==> src/rtl/wb_gpio_bank.sv <==
`default_nettype none
// ============================================================================
//  Module      : wb_gpio_bank
//  Description : Wishbone GPIO peripheral. One output bank with atomic
//                set/clear/toggle, one synchronised input bank with per-bit
//                rise/fall edge detection, write-1-to-clear pending flags
//                and a level interrupt. Registered ack gives one wait state.
//  Revision    : 1.0  initial release
// ============================================================================
module wb_gpio_bank #(
    parameter int                  WIDTH       = 32,
    parameter int                  GPO_BITS    = 16,
    parameter int                  GPI_BITS    = 4,
    parameter int                  SYNC_STAGES = 2,
    parameter logic [GPO_BITS-1:0] GPO_RESET   = '0
) (
    input  logic                clk,
    input  logic                rst_n,
    input  logic [14:0]         adr_i,
    output logic [WIDTH-1:0]    dat_o,
    input  logic [WIDTH-1:0]    dat_i,
    input  logic                we_i,
    input  logic                stb_i,
    output logic                ack_o,
    output logic [GPO_BITS-1:0] gp_o,
    input  logic [GPI_BITS-1:0] gp_i,
    output logic                irq_o
);

    // Register indices decoded from adr_i[5:2]
    localparam logic [3:0] REG_OUT     = 4'd0;
    localparam logic [3:0] REG_SET     = 4'd1;
    localparam logic [3:0] REG_CLR     = 4'd2;
    localparam logic [3:0] REG_TGL     = 4'd3;
    localparam logic [3:0] REG_IN      = 4'd4;
    localparam logic [3:0] REG_RISE_EN = 4'd5;
    localparam logic [3:0] REG_FALL_EN = 4'd6;
    localparam logic [3:0] REG_PEND    = 4'd7;

    logic                access;
    logic                wr;
    logic [3:0]          reg_sel;

    logic [GPI_BITS-1:0] sync_q [SYNC_STAGES];
    logic [GPI_BITS-1:0] sync_in;
    logic [GPI_BITS-1:0] hist;
    logic [GPI_BITS-1:0] rise;
    logic [GPI_BITS-1:0] fall;
    logic [GPI_BITS-1:0] edge_event;

    logic [GPI_BITS-1:0] rise_en;
    logic [GPI_BITS-1:0] fall_en;
    logic [GPI_BITS-1:0] pend;
    logic [GPI_BITS-1:0] pend_next;
    logic [GPI_BITS-1:0] w1c_mask;

    logic [GPO_BITS-1:0] gpo_next;
    logic [WIDTH-1:0]    rd_data;

    // Address bits outside [5:2] carry no meaning for this block
    logic                unused_bits;
    assign unused_bits = &{1'b0, adr_i[14:6], adr_i[1:0]};

    // An access happens once per strobe: on the edge where ack is still low
    assign access  = stb_i & ~ack_o;
    assign wr      = access & we_i;
    assign reg_sel = adr_i[5:2];

    // Edge detection on the synchronised input against last cycle's value
    assign sync_in    = sync_q[SYNC_STAGES-1];
    assign rise       = sync_in & ~hist;
    assign fall       = ~sync_in & hist;
    assign edge_event = (rise & rise_en) | (fall & fall_en);

    // Write-1-to-clear mask; a new event on the same edge overrides the clear
    always_comb begin
        w1c_mask = '0;
        if (wr && reg_sel == REG_PEND) begin
            w1c_mask = dat_i[GPI_BITS-1:0];
        end
    end

    assign pend_next = (pend & ~w1c_mask) | edge_event;

    // Next output value for the OUT/SET/CLR/TGL read-modify-write paths
    always_comb begin
        gpo_next = gp_o;
        if (wr) begin
            case (reg_sel)
                REG_OUT: gpo_next = dat_i[GPO_BITS-1:0];
                REG_SET: gpo_next = gp_o | dat_i[GPO_BITS-1:0];
                REG_CLR: gpo_next = gp_o & ~dat_i[GPO_BITS-1:0];
                REG_TGL: gpo_next = gp_o ^ dat_i[GPO_BITS-1:0];
                default: gpo_next = gp_o;
            endcase
        end
    end

    // Read mux, zero-extended to the bus width
    always_comb begin
        rd_data = '0;
        case (reg_sel)
            REG_OUT:     rd_data[GPO_BITS-1:0] = gp_o;
            REG_IN:      rd_data[GPI_BITS-1:0] = sync_in;
            REG_RISE_EN: rd_data[GPI_BITS-1:0] = rise_en;
            REG_FALL_EN: rd_data[GPI_BITS-1:0] = fall_en;
            REG_PEND:    rd_data[GPI_BITS-1:0] = pend;
            default:     rd_data = '0;
        endcase
    end

    // Input synchroniser chain for the asynchronous gp_i
    always_ff @(posedge clk or negedge rst_n) begin
        if (!rst_n) begin
            for (int i = 0; i < SYNC_STAGES; i++) begin
                sync_q[i] <= '0;
            end
        end else begin
            sync_q[0] <= gp_i;
            for (int i = 1; i < SYNC_STAGES; i++) begin
                sync_q[i] <= sync_q[i-1];
            end
        end
    end

    // Bus handshake, read data and output bank
    always_ff @(posedge clk or negedge rst_n) begin
        if (!rst_n) begin
            ack_o <= 1'b0;
            dat_o <= '0;
            gp_o  <= GPO_RESET;
        end else begin
            ack_o <= access;
            gp_o  <= gpo_next;
            if (access) begin
                dat_o <= rd_data;
            end
        end
    end

    // Interrupt enables
    always_ff @(posedge clk or negedge rst_n) begin
        if (!rst_n) begin
            rise_en <= '0;
            fall_en <= '0;
        end else if (wr) begin
            if (reg_sel == REG_RISE_EN) rise_en <= dat_i[GPI_BITS-1:0];
            if (reg_sel == REG_FALL_EN) fall_en <= dat_i[GPI_BITS-1:0];
        end
    end

    // Edge history, pending flags and interrupt (irq tracks pend on the same edge)
    always_ff @(posedge clk or negedge rst_n) begin
        if (!rst_n) begin
            hist  <= '0;
            pend  <= '0;
            irq_o <= 1'b0;
        end else begin
            hist  <= sync_in;
            pend  <= pend_next;
            irq_o <= |pend_next;
        end
    end

endmodule
`default_nettype wire
==> config.mk <==
export PLATFORM = sky130hd
export DESIGN_NAME = wb_gpio_bank
export DESIGN_NICKNAME = d
export VERILOG_FILES = /design/src/rtl/wb_gpio_bank.sv
export SDC_FILE = /design/constraint.sdc
export NUM_CORES = 1
export LEC_CHECK = 0
export ABC_AREA = 1
export BUFFER_PORTS_ARGS = -buffer_cell sky130_fd_sc_hd__buf_2
export CORE_ASPECT_RATIO = 1.1
export CORE_MARGIN = 2
export CORE_UTILIZATION = 56
export DETAILED_ROUTE_END_ITERATION = 12
export PLACE_DENSITY = 0.87
export SYNTH_ARGS = -nofsm -noshare
export SYNTH_HDL_FRONTEND = slang
export SYNTH_SLANG_ARGS = --single-unit
==> constraint.sdc <==
create_clock -name clk -period 3.6 [get_ports clk]
set_input_delay 0.18 -clock clk [delete_from_list [all_inputs] [get_ports clk]]
set_output_delay 0.18 -clock clk [all_outputs]
set_load 0.01 [all_outputs]
* Word-level counts from Yosys, hierarchy flattened
Cells that the tools add are included.
Word-level totals: bits in registers 58
Operators by class: equal/unequal tests 7, mux-type cells 4, bitwise logic cells 17, reduce and logical (&&, ||, !) cells 7
Operator list (count):
- case mux 16 bit (4 select lines) | 1
- AND 4 bit | 5
- case mux 4 bit (5 select lines) | 1
- AND 16 bit | 1
- equality test 4 x 3 -> 1 bit, second input constant | 4
- inverter 16 bit | 1
- bitwise OR 16 bit | 1
- XOR 16 bit | 1
- two-way mux 12 bit | 1
- inverter 4 bit | 3
- equality test 4 x 2 -> 1 bit, second input constant | 2
- bitwise OR 4 bit | 2
- AND reduction 2 bit | 3
- equality test 4 x 1 -> 1 bit, second input constant | 1
- zero test 4 bit | 1
- two-way mux 4 bit | 1
- nonzero test 4 bit | 1
- OR reduction 4 bit | 1
- AND 1 bit | 2
- logical AND 1 bit | 1
- inverter 1 bit | 1

* Logic depth before layout (Yosys ltp)
Gate-level depths: netlist of the first run.
depth in word-level cells 9, gate-level depth with buffers 8

* Worst setup path after synthesis of the first run
No wires, ideal clock.
path kind reg2reg, start reg ack_o, end reg gp_o[11], arrival 1.221 ns, required time 3.534 ns, setup slack 2.314 ns, cell stages (with the launch flop) 9, buffers on the path 1, period minus slack after synthesis 1.286 ns, cells stage by stage dfrtp_1 inv_1 nand2_1 nor2_4 nand2_1 buf_2 a21oi_1 nand2_1 nand2_1
Between the ends: word-level cells in the longest chain between the ends 4
Ends and longest elaborated chain:
- start, declared | line 24 | output logic ack_o,
- start signal, assigned | line 133 | ack_o <= access;
- inverter 1 bit | line 65 | assign access = stb_i & ~ack_o;
- AND 1 bit | line 65
- AND 1 bit | line 66 | assign wr = access & we_i;
- AND reduction 2 bit (no source line)
- end signal, assigned | line 134 | gp_o <= gpo_next;
- end, declared | line 25 | output logic [GPO_BITS-1:0] gp_o,
Every way passes these cells. A chain may end at the register's enable or synchronous reset.

* Worst setup path after layout of the first run
start reg ack_o, end reg gp_o[15]
Same word-level chain as after synthesis.

==> reports/qor.csv, run 1 <==
metric,value,unit
status,"complete, no violations",
crit_path_start,ack_o$_DFF_PN0_,
setup_viol,0,
drt-total-wl,7880,µm
share_clk_of_total_power,37.3,%
cts-hold-fix-buffers,5,
ys_seq_area_share,42.8,%
ctsResizeCount,0,
netSwitchingPower,0.000582,W
globalRoute.busiestLayer,met2,
clkSlewWorstSetupHoldPaths,0.07,ns
gr-total-overflow,0,
detailed_place.area,3690,µm²
worst_slack,1.45,ns
ys_types,21,
endpoint_kind,flop,
swShare,30.6,%
antenna_found_initial,0,
num_antenna_cells,0,
worst-slew-pin-transition,1.01,ns
grt_use_total,24.6,%
fin_crit_sh,59.7,%
hold_path.class,primary input to flop,
die_height,85.6,µm
worstPathRequired,3.89,ns
layout-area-overhead-vs-synth,17.1,%
layout_commonest_cell,sky130_fd_sc_hd__nand2_1,
gp_routability_congestion,0.881,
wl_per_cell,14.0,µm
vias,3014,
hold_viol_final,0,
synth.cell_area,3390,µm²
ios,105,
synth.ff_latch_count,58,
final_antenna_net_count,0,
io_buffers,61,
pin_count_of_the_biggest_net_entering_global_routing,33,
power-per-cell-area,479,nW/µm²
fin_worst_skew,0.00670,ns
final_cell_count_no_fill,561,
max-clock-path-buffers,2,
netlist.area_leader.share,42.8,%
critical_path.max_fanout,32,
r2r_end,gp_o[15]$_DFFE_PN0P_,
cp.arrival,2.44,ns
core_footprint,5810,µm²
core.rowCount,29,
place_ws,1.47,ns
cellInternalPower,0.00132,W
cts_setup_buffers,0,
drt_pass1_iterations,5,
r2r_setup_slack,1.45,ns
postSynthCellCount,414,
clock_tree.root_cell,sky130_fd_sc_hd__clkbuf_8,
die_area,6700,µm²
worst-setup-path-type,flop to flop,
timing.rr.start,ack_o$_DFF_PN0_,
cts-htree-levels,3,
fin_total_pwr,0.00190,W
hpwl_after_detailed_placement,5410,µm
initial_core_util,58.4,%
drt_first_iter_violations,193,
worstSetupStartpointType,flop,
maxCapViolations,0,
synth_warnings,0,
crit_path_end,gp_o[15]$_DFFE_PN0P_,
timing.setup.tns,0,ns
post-route-cell-area,3970,µm²
drc,0,
max-vdd-ir-drop,0.232,mV
synth.area.top_cells,"sky130_fd_sc_hd__dfrtp_1 (43%), sky130_fd_sc_hd__nand2_1 (15%), sky130_fd_sc_hd__ha_1 (12%), sky130_fd_sc_hd__nand3_1 (5.6%), sky130_fd_sc_hd__inv_1 (4.6%)",
pwr-share-comb,20.1,%
leakage_power_summed_over_all_cells,2.14,nW
commonest_cells_after_routing_fill_and_taps_aside,"sky130_fd_sc_hd__nand2_1 (135), sky130_fd_sc_hd__buf_2 (61), sky130_fd_sc_hd__dfrtp_1 (58)",
clk-insertion-delay-late,0.35,ns
globalRouteMet1Util,32.7,%
vias_per_cell,5.37,
fmax,0.466,GHz
tritoncts,yes,
grt_pass1_vias,2769,
r2r.worst_path.cells,8,
clock-sinks,58,
finalWorstPathRequiredPeriod,2.15,ns
use_met2,40.0,%
synth_top_area_cell,sky130_fd_sc_hd__dfrtp_1,
slew_headroom,32.2,%
grt_pass1_wl,12800,µm
power.share.sequential,42.6,%
globalRouteMet3Util,5.58,%
cts-buffers-inserted,9,
finish.net_count,566,
fp.dieW,78.2,µm
final_max_slew_viol_count,0,
fraction_of_final_layout_cells_sized_beyond_drive_strength_1,18.4,%
mean_instance_size_in_the_synthesized_netlist,8.20,µm²
placed_cells,540,
rsz0062_at_grt,no,
==> layout make-up <==
cell class / count / area [µm²]
timing repair buffer: 69 / 378
tap: 77 / 96.3
multi-input combinational: 298 / 1650
clock buffer: 12 / 165
clock inverter: 4 / 72.6
inverter: 43 / 161
fill: 459 / 1830
sequential: 58 / 1450
==> through the flow <==
stage	util (%)	hold WS, ns
global placement	63.5	0.215
finish	68.4	0.145
detailed placement	63.5	0.224
floorplan	-	-0.116
global route	68.4	0.193
CTS	68.4	0.137
==> flip-flops by register name, indices dropped and copies added, names as in the netlist <==
register	cells
pend	4
sync_q	4
gp_o	16
hist	4
sync_in	4
irq_o	1
fall_en	4
ack_o	1
dat_o	16
rise_en	4
==> cell usage after synthesis <==
cell,count
sky130_fd_sc_hd__a21oi_1,16
sky130_fd_sc_hd__a31oi_1,4
sky130_fd_sc_hd__buf_2,3
sky130_fd_sc_hd__buf_4,19
sky130_fd_sc_hd__clkbuf_1,8
sky130_fd_sc_hd__conb_1,1
sky130_fd_sc_hd__dfrtp_1,58
sky130_fd_sc_hd__ha_1,32
sky130_fd_sc_hd__inv_1,42
sky130_fd_sc_hd__inv_2,1
sky130_fd_sc_hd__nand2_1,135
sky130_fd_sc_hd__nand2_2,1
sky130_fd_sc_hd__nand3_1,38
sky130_fd_sc_hd__nor2_1,9
sky130_fd_sc_hd__nor2_2,3
sky130_fd_sc_hd__nor2_4,4
sky130_fd_sc_hd__o2111ai_1,6
sky130_fd_sc_hd__o21a_1,10
sky130_fd_sc_hd__o21ai_0,10
sky130_fd_sc_hd__o21bai_1,2
sky130_fd_sc_hd__o31ai_1,12
==> worst max-delay path, cell delays in order, from the launching register on <==
cell	delay (ns)
sky130_fd_sc_hd__dfrtp_1	0.37
sky130_fd_sc_hd__inv_1	0.05
sky130_fd_sc_hd__nand2_1	0.04
sky130_fd_sc_hd__buf_4	0.22
sky130_fd_sc_hd__nor2_4	0.21
sky130_fd_sc_hd__nand2_1	0.62
sky130_fd_sc_hd__a21oi_1	0.38
sky130_fd_sc_hd__nand2_1	0.10
sky130_fd_sc_hd__nand2_1	0.07
==> routing by layer <==
metal	vias to the layer above	wire, µm	part of all wire, %
met3	15	541	6.9
met2	117	3860	49
met5	-	0	0
met1	1437	3340	42
li1	1445	-	-
met4	0	134	1.7
==> cell families after synthesis <==
| family | synth area share (%) |
|---|---|
| AOI/OAI and AO/OA | 11.4 |
| adders and majority gates | 11.8 |
| buffers and inverters | 10.3 |
| DFF | 42.8 |
| other | 0.111 |
| and+or+nand+nor | 23.6 |
==> power groups by stage <==
| stage | Clock, W | Sequential, W | Combinational, W |
|---|---|---|---|
| floorplan | 0 | 0.000831 | 0.000219 |
| global placement | 0 | 0.000815 | 0.000350 |
| detailed placement | 0 | 0.000821 | 0.000373 |
| CTS | 0.000714 | 0.000809 | 0.000383 |
| global route | 0.000745 | 0.000822 | 0.000437 |
| finish | 0.000710 | 0.000811 | 0.000383 |
==> how the worst min path moves through the flow <==
stage                  start  slack, ns  cells past startpoint                end
global route        dat_i[1]       0.19                      4  pend[1]$_DFF_PN0_
CTS                 dat_i[1]       0.14                      4  pend[1]$_DFF_PN0_
detailed placement     rst_n       0.22                      1    irq_o$_DFF_PN0_
finish              dat_i[1]       0.15                      4  pend[1]$_DFF_PN0_
floorplan              rst_n      -0.12                      0    ack_o$_DFF_PN0_
global placement       rst_n       0.21                      1    irq_o$_DFF_PN0_
(Power assumes the default switching activity.)
==> inputs of run 2 (changes only) <==
==> config.mk (replaced) <==
export PLATFORM = sky130hd
export DESIGN_NAME = wb_gpio_bank
export DESIGN_NICKNAME = d
export VERILOG_FILES = /design/src/rtl/wb_gpio_bank.sv
export SDC_FILE = /design/constraint.sdc
export NUM_CORES = 1
export LEC_CHECK = 0
export ABC_AREA = 0
export BUFFER_PORTS_ARGS = -buffer_cell sky130_fd_sc_hd__buf_2
export CORE_ASPECT_RATIO = 1.1
export CORE_MARGIN = 2
export CORE_UTILIZATION = 52
export DETAILED_ROUTE_END_ITERATION = 12
export PLACE_DENSITY = 0.82
export SYNTH_ARGS = -nofsm -noshare
export SYNTH_HDL_FRONTEND = slang
export SYNTH_SLANG_ARGS = --single-unit
==> constraint.sdc (replaced) <==
create_clock -name clk -period 2 [get_ports clk]
set_input_delay 0.1 -clock clk [delete_from_list [all_inputs] [get_ports clk]]
set_output_delay 0.1 -clock clk [all_outputs]
set_load 0.01 [all_outputs]
==> reports/qor.csv, run 2 <==
metric,value,unit
commonest_cells_after_routing_fill_and_taps_aside,"sky130_fd_sc_hd__buf_2 (61), sky130_fd_sc_hd__dfrtp_1 (58), sky130_fd_sc_hd__inv_1 (37)",
ys_types,37,
globalRouteMet3Util,5.31,%
final_antenna_net_count,0,
timing.setup.tns,0,ns
fp.dieW,80.6,µm
vias,2605,
fmax,0.573,GHz
synth.cell_area,3360,µm²
clk-insertion-delay-late,0.35,ns
hpwl_after_detailed_placement,5350,µm
grt_use_total,23.2,%
wl_per_cell,15.8,µm
critPathTopFamily,simple AND/OR/NAND/NOR gates,
fin_worst_skew,0.0133,ns
pin_count_of_the_biggest_net_entering_global_routing,33,
globalRoute.busiestLayer,met2,
globalRouteMet1Util,29.9,%
cts-htree-levels,3,
die_height,88.3,µm
synth-adder-area-share,11.9,%
hold_ws,0.0703,ns
rsz0062_at_grt,no,
endpoint_kind,flop,
initial_core_util,54.2,%
finalWorstPathRequiredPeriod,1.74,ns
post-route-cell-area,3940,µm²
die_area,7120,µm²
drt_pass1_iterations,5,
synthArstFlopShare,100,%
timing.rr.start,ack_o$_DFF_PN0_,
detailed_place.area,3680,µm²
num_antenna_cells,0,
synth-xor-area-share,0,%
synth.area.mux_share,8.79,%
worstPathRequired,2.23,ns
final.fill_count,522,
mean_instance_size_in_the_synthesized_netlist,10.2,µm²
biggestRegsByFlops,"dat_o x16, gp_o x16",
power-per-cell-area,861,nW/µm²
worst-slew-pin-transition,0.615,ns
layout_commonest_cell,sky130_fd_sc_hd__buf_2,
fin_total_pwr,0.00340,W
crit_path_start,ack_o$_DFF_PN0_,
cts_setup_buffers,0,
synth_top_area_cell,sky130_fd_sc_hd__dfrtp_1,
clock-sinks,58,
core.rowCount,30,
io_buffers,61,
drt-total-wl,7550,µm
fin_crit_sh,87.2,%
worst-setup-path-type,flop to flop,
use_met2,37.7,%
tritoncts,yes,
ios,105,
finish.net_count,480,
synth.area.top_cells,"sky130_fd_sc_hd__dfrtp_1 (43%), sky130_fd_sc_hd__ha_1 (12%), sky130_fd_sc_hd__mux2i_1 (4.8%), sky130_fd_sc_hd__a22oi_1 (4.5%), sky130_fd_sc_hd__inv_1 (4.1%)",
clock_tree.root_cell,sky130_fd_sc_hd__clkbuf_8,
hold_viol_final,0,
min-delay-start,dat_i[2],
ys_seq_area_share,43.2,%
gp_routability_congestion,0.799,
number_of_enable_type_register_cells_in_the_synthesized_netlist,0,
final_cell_count_no_fill,478,
yosys.cell_count.top_type,sky130_fd_sc_hd__dfrtp_1,
vias_per_cell,5.45,
critical_path.max_fanout,4,
layout-area-overhead-vs-synth,17.4,%
postSynthCellCount,328,
buf_inv_stages_crit_path,0,
area_fraction_in_compound_gates_after_synthesis,17.2,%
grt_pass1_vias,2669,
critPathMaxStageDelay,0.51,ns
cts-buffers-inserted,9,
placed_cells,457,
setup_viol,0,
synth_simple_gate_area_share,8.31,%
ys.flop_type,sky130_fd_sc_hd__dfrtp_1,
synthTopCellsByCount,"sky130_fd_sc_hd__dfrtp_1 (58), sky130_fd_sc_hd__inv_1 (37), sky130_fd_sc_hd__ha_1 (32)",
clkSlewWorstSetupHoldPaths,0.08,ns
synth.ff_latch_count,58,
cp.arrival,1.97,ns
drc,0,
worstPathCellList,and3b_1 -> nand4_1 -> a21o_1 -> or4_1,
drt_first_iter_violations,204,
max-vdd-ir-drop,0.565,mV
combinational_family_with_the_most_area_after_synthesis,compound AO/OA/AOI/OAI gates,
maxCapViolations,0,
worstSetupStartpointType,flop,
max-clock-path-buffers,2,
fraction_of_final_layout_cells_sized_beyond_drive_strength_1,25.4,%
cp_slowest_cell,sky130_fd_sc_hd__or4_1,
core_footprint,6190,µm²
synth_warnings,0,
hold_path.class,primary input to flop,
antenna_found_initial,0,
final_max_slew_viol_count,0,
gr-total-overflow,0,
status,"complete, no violations",
netlist.area_leader.share,43.2,%
grt_pass1_wl,12600,µm
leakage_power_summed_over_all_cells,2.09,nW
slew_headroom,59.0,%
run 2: cell types whose count changed in the layout (fill, tap and decap cells not counted), sizes merged, moves of 10 or more:
| cell | change |
|---|---|
| mux2i | +16 |
| nand2 | -112 |
| nand3 | -36 |
| o22ai | +16 |
| o31ai | -12 |
| o21a | -10 |
| o21ai | +11 |
| nor2 | -12 |
| a21oi | -12 |
| a22o | +12 |
| mux2 | +12 |
| a22oi | +20 |
run 2: routing by layer:
metal  up-vias  wire, µm
met4         0       169
li1       1256         -
met5         -         0
met1      1266      3210
met3        16       341
met2        67      3830
run 2: logic make-up (layout without fill, tap and decap cells):
family | count (synthesis) | count (layout)
compound gates | 84 | 84
fa+ha+maj | 32 | 32
buf+inv | 73 | 128
flops | 58 | 58
mux | 28 | 28
other cells | 1 | 16
simple gates | 52 | 52
run 2: per-stage QoR:
stage / setup WS (ns) / util [%]
after floorplan: 0.391 / -
after global placement: 0.295 / 59.4
after detailed placement: 0.261 / 59.4
after CTS: 0.260 / 63.7
after global routing: 0.197 / 63.7
final: 0.255 / 63.7
run 2: path summary, 6_finish.rpt:
| check | end | slack, ns | cells after the start |
|---|---|---|---|
| min in group asynchronous | gp_o[4]$_DFFE_PN0P_ | 0.30 | 2 |
| max in group asynchronous | sync_in[0]$_DFF_PN0_ | 0.99 | 3 |
| min reg2reg | sync_in[1]$_DFF_PN0_ | 0.35 | 0 |
| max reg2reg | irq_o$_DFF_PN0_ | 0.26 | 4 |
| max | irq_o$_DFF_PN0_ | 0.26 | 4 |
| min | fall_en[2]$_DFFE_PN0P_ | 0.07 | 2 |
run 2: layout make-up:
type	count	area, µm²	share of cell area [%]
multi-input cells	212	1610	40.9
clock inverters	7	93.8	2.38
clock buffers	9	124	3.14
well taps	80	100	2.54
repair buffers	75	423	10.7
inverters	37	139	3.52
flip-flops and latches	58	1450	36.8
run 2: what timing repair did:
action	in CTS	in global routing
hold buffers	5	0
gates resized for setup	0	0
endpoints found under the hold margin	28	0
run 2: power breakdown:
| part | leakage, nW | internal [W] | switching [W] |
|---|---|---|---|
| clock network | 0.105 | 0.000698 | 0.000496 |
| registers | 0.718 | 0.00131 | 0.000155 |
| logic | 1.26 | 0.000335 | 0.000403 |
| total | 2.09 | 0.00234 | 0.00105 |
run 2: worst register-to-register path: stages (launching register included):
cell and delay [ns]:
sky130_fd_sc_hd__dfrtp_1 0.38, sky130_fd_sc_hd__and3b_1 0.31, sky130_fd_sc_hd__nand4_1 0.19, sky130_fd_sc_hd__a21o_1 0.24
sky130_fd_sc_hd__or4_1 0.51
==> inputs of run 3 (changes only) <==
--- a/config.mk
+++ b/config.mk
@@ -7,11 +7,13 @@
 export LEC_CHECK = 0
 export ABC_AREA = 0
 export BUFFER_PORTS_ARGS = -buffer_cell sky130_fd_sc_hd__buf_2
+export CELL_PAD_IN_SITES_DETAIL_PLACEMENT = 1
+export CELL_PAD_IN_SITES_GLOBAL_PLACEMENT = 2
 export CORE_ASPECT_RATIO = 1.1
 export CORE_MARGIN = 2
-export CORE_UTILIZATION = 52
+export CORE_UTILIZATION = 31
 export DETAILED_ROUTE_END_ITERATION = 12
-export PLACE_DENSITY = 0.82
+export PLACE_DENSITY = 0.81
 export SYNTH_ARGS = -nofsm -noshare
 export SYNTH_HDL_FRONTEND = slang
 export SYNTH_SLANG_ARGS = --single-unit
==> reports/qor.csv, run 3 (synthesis gave the netlist of run 2 again) <==
metric,value,unit
worst_hold_path.num_cells,2,
final_antenna_net_count,0,
core_footprint,10500,µm²
setup_viol,0,
r2r_end,irq_o$_DFF_PN0_,
gr-total-overflow,0,
worstPathRequired,2.20,ns
vias_per_cell,4.89,
finalWorstPathRequiredPeriod,1.77,ns
final_max_slew_viol_count,0,
clkSlewWorstSetupHoldPaths,0.06,ns
fin_worst_skew,0.00698,ns
min-delay-start,dat_i[2],
initial_core_util,32.0,%
num_antenna_cells,0,
wl_per_cell,16.6,µm
maxCapViolations,0,
ios,105,
rsz0062_at_grt,no,
fin_crit_sh,88.6,%
gp_routability_congestion,0.749,
worst-slew-pin-transition,0.589,ns
layout_commonest_cell,sky130_fd_sc_hd__buf_2,
io_buffers,61,
commonest_cells_after_routing_fill_and_taps_aside,"sky130_fd_sc_hd__buf_2 (61), sky130_fd_sc_hd__dfrtp_1 (58), sky130_fd_sc_hd__inv_1 (37)",
fp.dieW,103,µm
pin_count_of_the_biggest_net_entering_global_routing,37,
max-vdd-ir-drop,0.460,mV
critPathMaxStageDelay,0.52,ns
cp.arrival,1.97,ns
cp_slowest_cell,sky130_fd_sc_hd__or4_1,
final.fill_count,1220,
max-clock-path-buffers,2,
core.rowCount,39,
cts_setup_buffers,0,
cts-buffers-inserted,9,
worstPathCellList,and3b_1 -> nand4_1 -> a21o_1 -> or4_1,
cts-htree-levels,3,
critical_path.max_fanout,4,
r2r_setup_slack,0.23,ns
die_area,11700,µm²
hold_ws,0.0842,ns
layout-area-overhead-vs-synth,22.2,%
r2r.worst_path.cells,4,
endpoint_kind,flop,
fraction_of_final_layout_cells_sized_beyond_drive_strength_1,25.6,%
antenna_found_initial,0,
grt_use_total,16.3,%
hold_path.class,primary input to flop,
drt_pass1_iterations,4,
clock-sinks,58,
timing.rr.start,ack_o$_DFF_PN0_,
fmax,0.564,GHz
finish.net_count,481,
drt-total-wl,8980,µm
vias,2651,
drc,0,
grt_pass1_vias,2868,
tritoncts,yes,
grt_pass1_wl,14500,µm
leakage_power_summed_over_all_cells,2.12,nW
clk-insertion-delay-late,0.33,ns
slew_headroom,60.8,%
hold_viol_final,0,
drt_first_iter_violations,64,
holdPathEnd,rise_en[2]$_DFFE_PN0P_,
biggestRegsByFlops,"dat_o x16, gp_o x16",
worstSetupStartpointType,flop,
timing.setup.tns,0,ns
worst-setup-path-type,flop to flop,
hpwl_after_detailed_placement,6400,µm
power-per-cell-area,886,nW/µm²
die_height,113,µm
status,"complete, no violations",
clock_tree.root_cell,sky130_fd_sc_hd__clkbuf_16,
run 3: changes by cell type in the layout (fill, tap and decap cells not counted), sizes merged:
| cell | before | now |
|---|---|---|
| clkbuf | 9 | 11 |
| bufinv | 2 | 0 |
| buf | 70 | 71 |
run 3: metrics by stage:
step | util, % | area [µm²] | setup WS, ns | total power, W | cells
final | 39.1 | 4100 | 0.228 | 0.00364 | 542
after global routing | 39.1 | 4100 | 0.184 | 0.00387 | 542
after CTS | 39.1 | 4100 | 0.240 | 0.00371 | 542
after detailed placement | 36.0 | 3780 | 0.262 | 0.00224 | 521
after global placement | 36.0 | 3780 | 0.287 | 0.00219 | 521
after floorplan | - | 3410 | 0.391 | 0.00194 | 343
run 3: critical path: cells and delay by family (launching register included):
family	cells	cell delay, ns
and+or+nand+nor	3	1.00
DFF	1	0.38
AOI/OAI and AO/OA	1	0.24
run 3: cell type report:
cell class	instances	area, µm²	share of cell area (%)
multi-input cells	212	1620	39.4
well taps	143	179	4.36
clock buffers	11	243	5.92
inverters	37	139	3.39
repair buffers	76	443	10.8
clock inverters	5	30.0	0.732
flip-flops and latches	58	1450	35.4
run 3: metal layers:
metal	share of wire (%)	track usage [%]
met1	43	19.7
met3	4.0	4.63
met4	1.0	4.56
met2	52	28.1
met5	0	0
run 3: worst max path at each step:
| stage | slack (ns) | from | cells past startpoint | end |
|---|---|---|---|---|
| 6_report | 0.23 | ack_o$_DFF_PN0_ | 4 | irq_o$_DFF_PN0_ |
| 5_1_grt | 0.18 | ack_o$_DFF_PN0_ | 4 | irq_o$_DFF_PN0_ |
| 2_1_floorplan | 0.39 | ack_o$_DFF_PN0_ | 4 | irq_o$_DFF_PN0_ |
| 4_1_cts | 0.24 | ack_o$_DFF_PN0_ | 4 | irq_o$_DFF_PN0_ |
| 3_3_place_gp | 0.29 | ack_o$_DFF_PN0_ | 4 | irq_o$_DFF_PN0_ |
| 3_5_place_dp | 0.26 | ack_o$_DFF_PN0_ | 4 | irq_o$_DFF_PN0_ |
run 3: where the power goes:
group	switching (W)	internal [W]	total [W]
Combinational	0.000409	0.000337	0.000746
Clock	0.000553	0.000864	0.00142
Sequential	0.000163	0.00131	0.00147
run 3: timing repair:
action	in CTS	in global routing
hold buffers	5	0
gates resized for setup	0	0
hold endpoints to repair	26	0
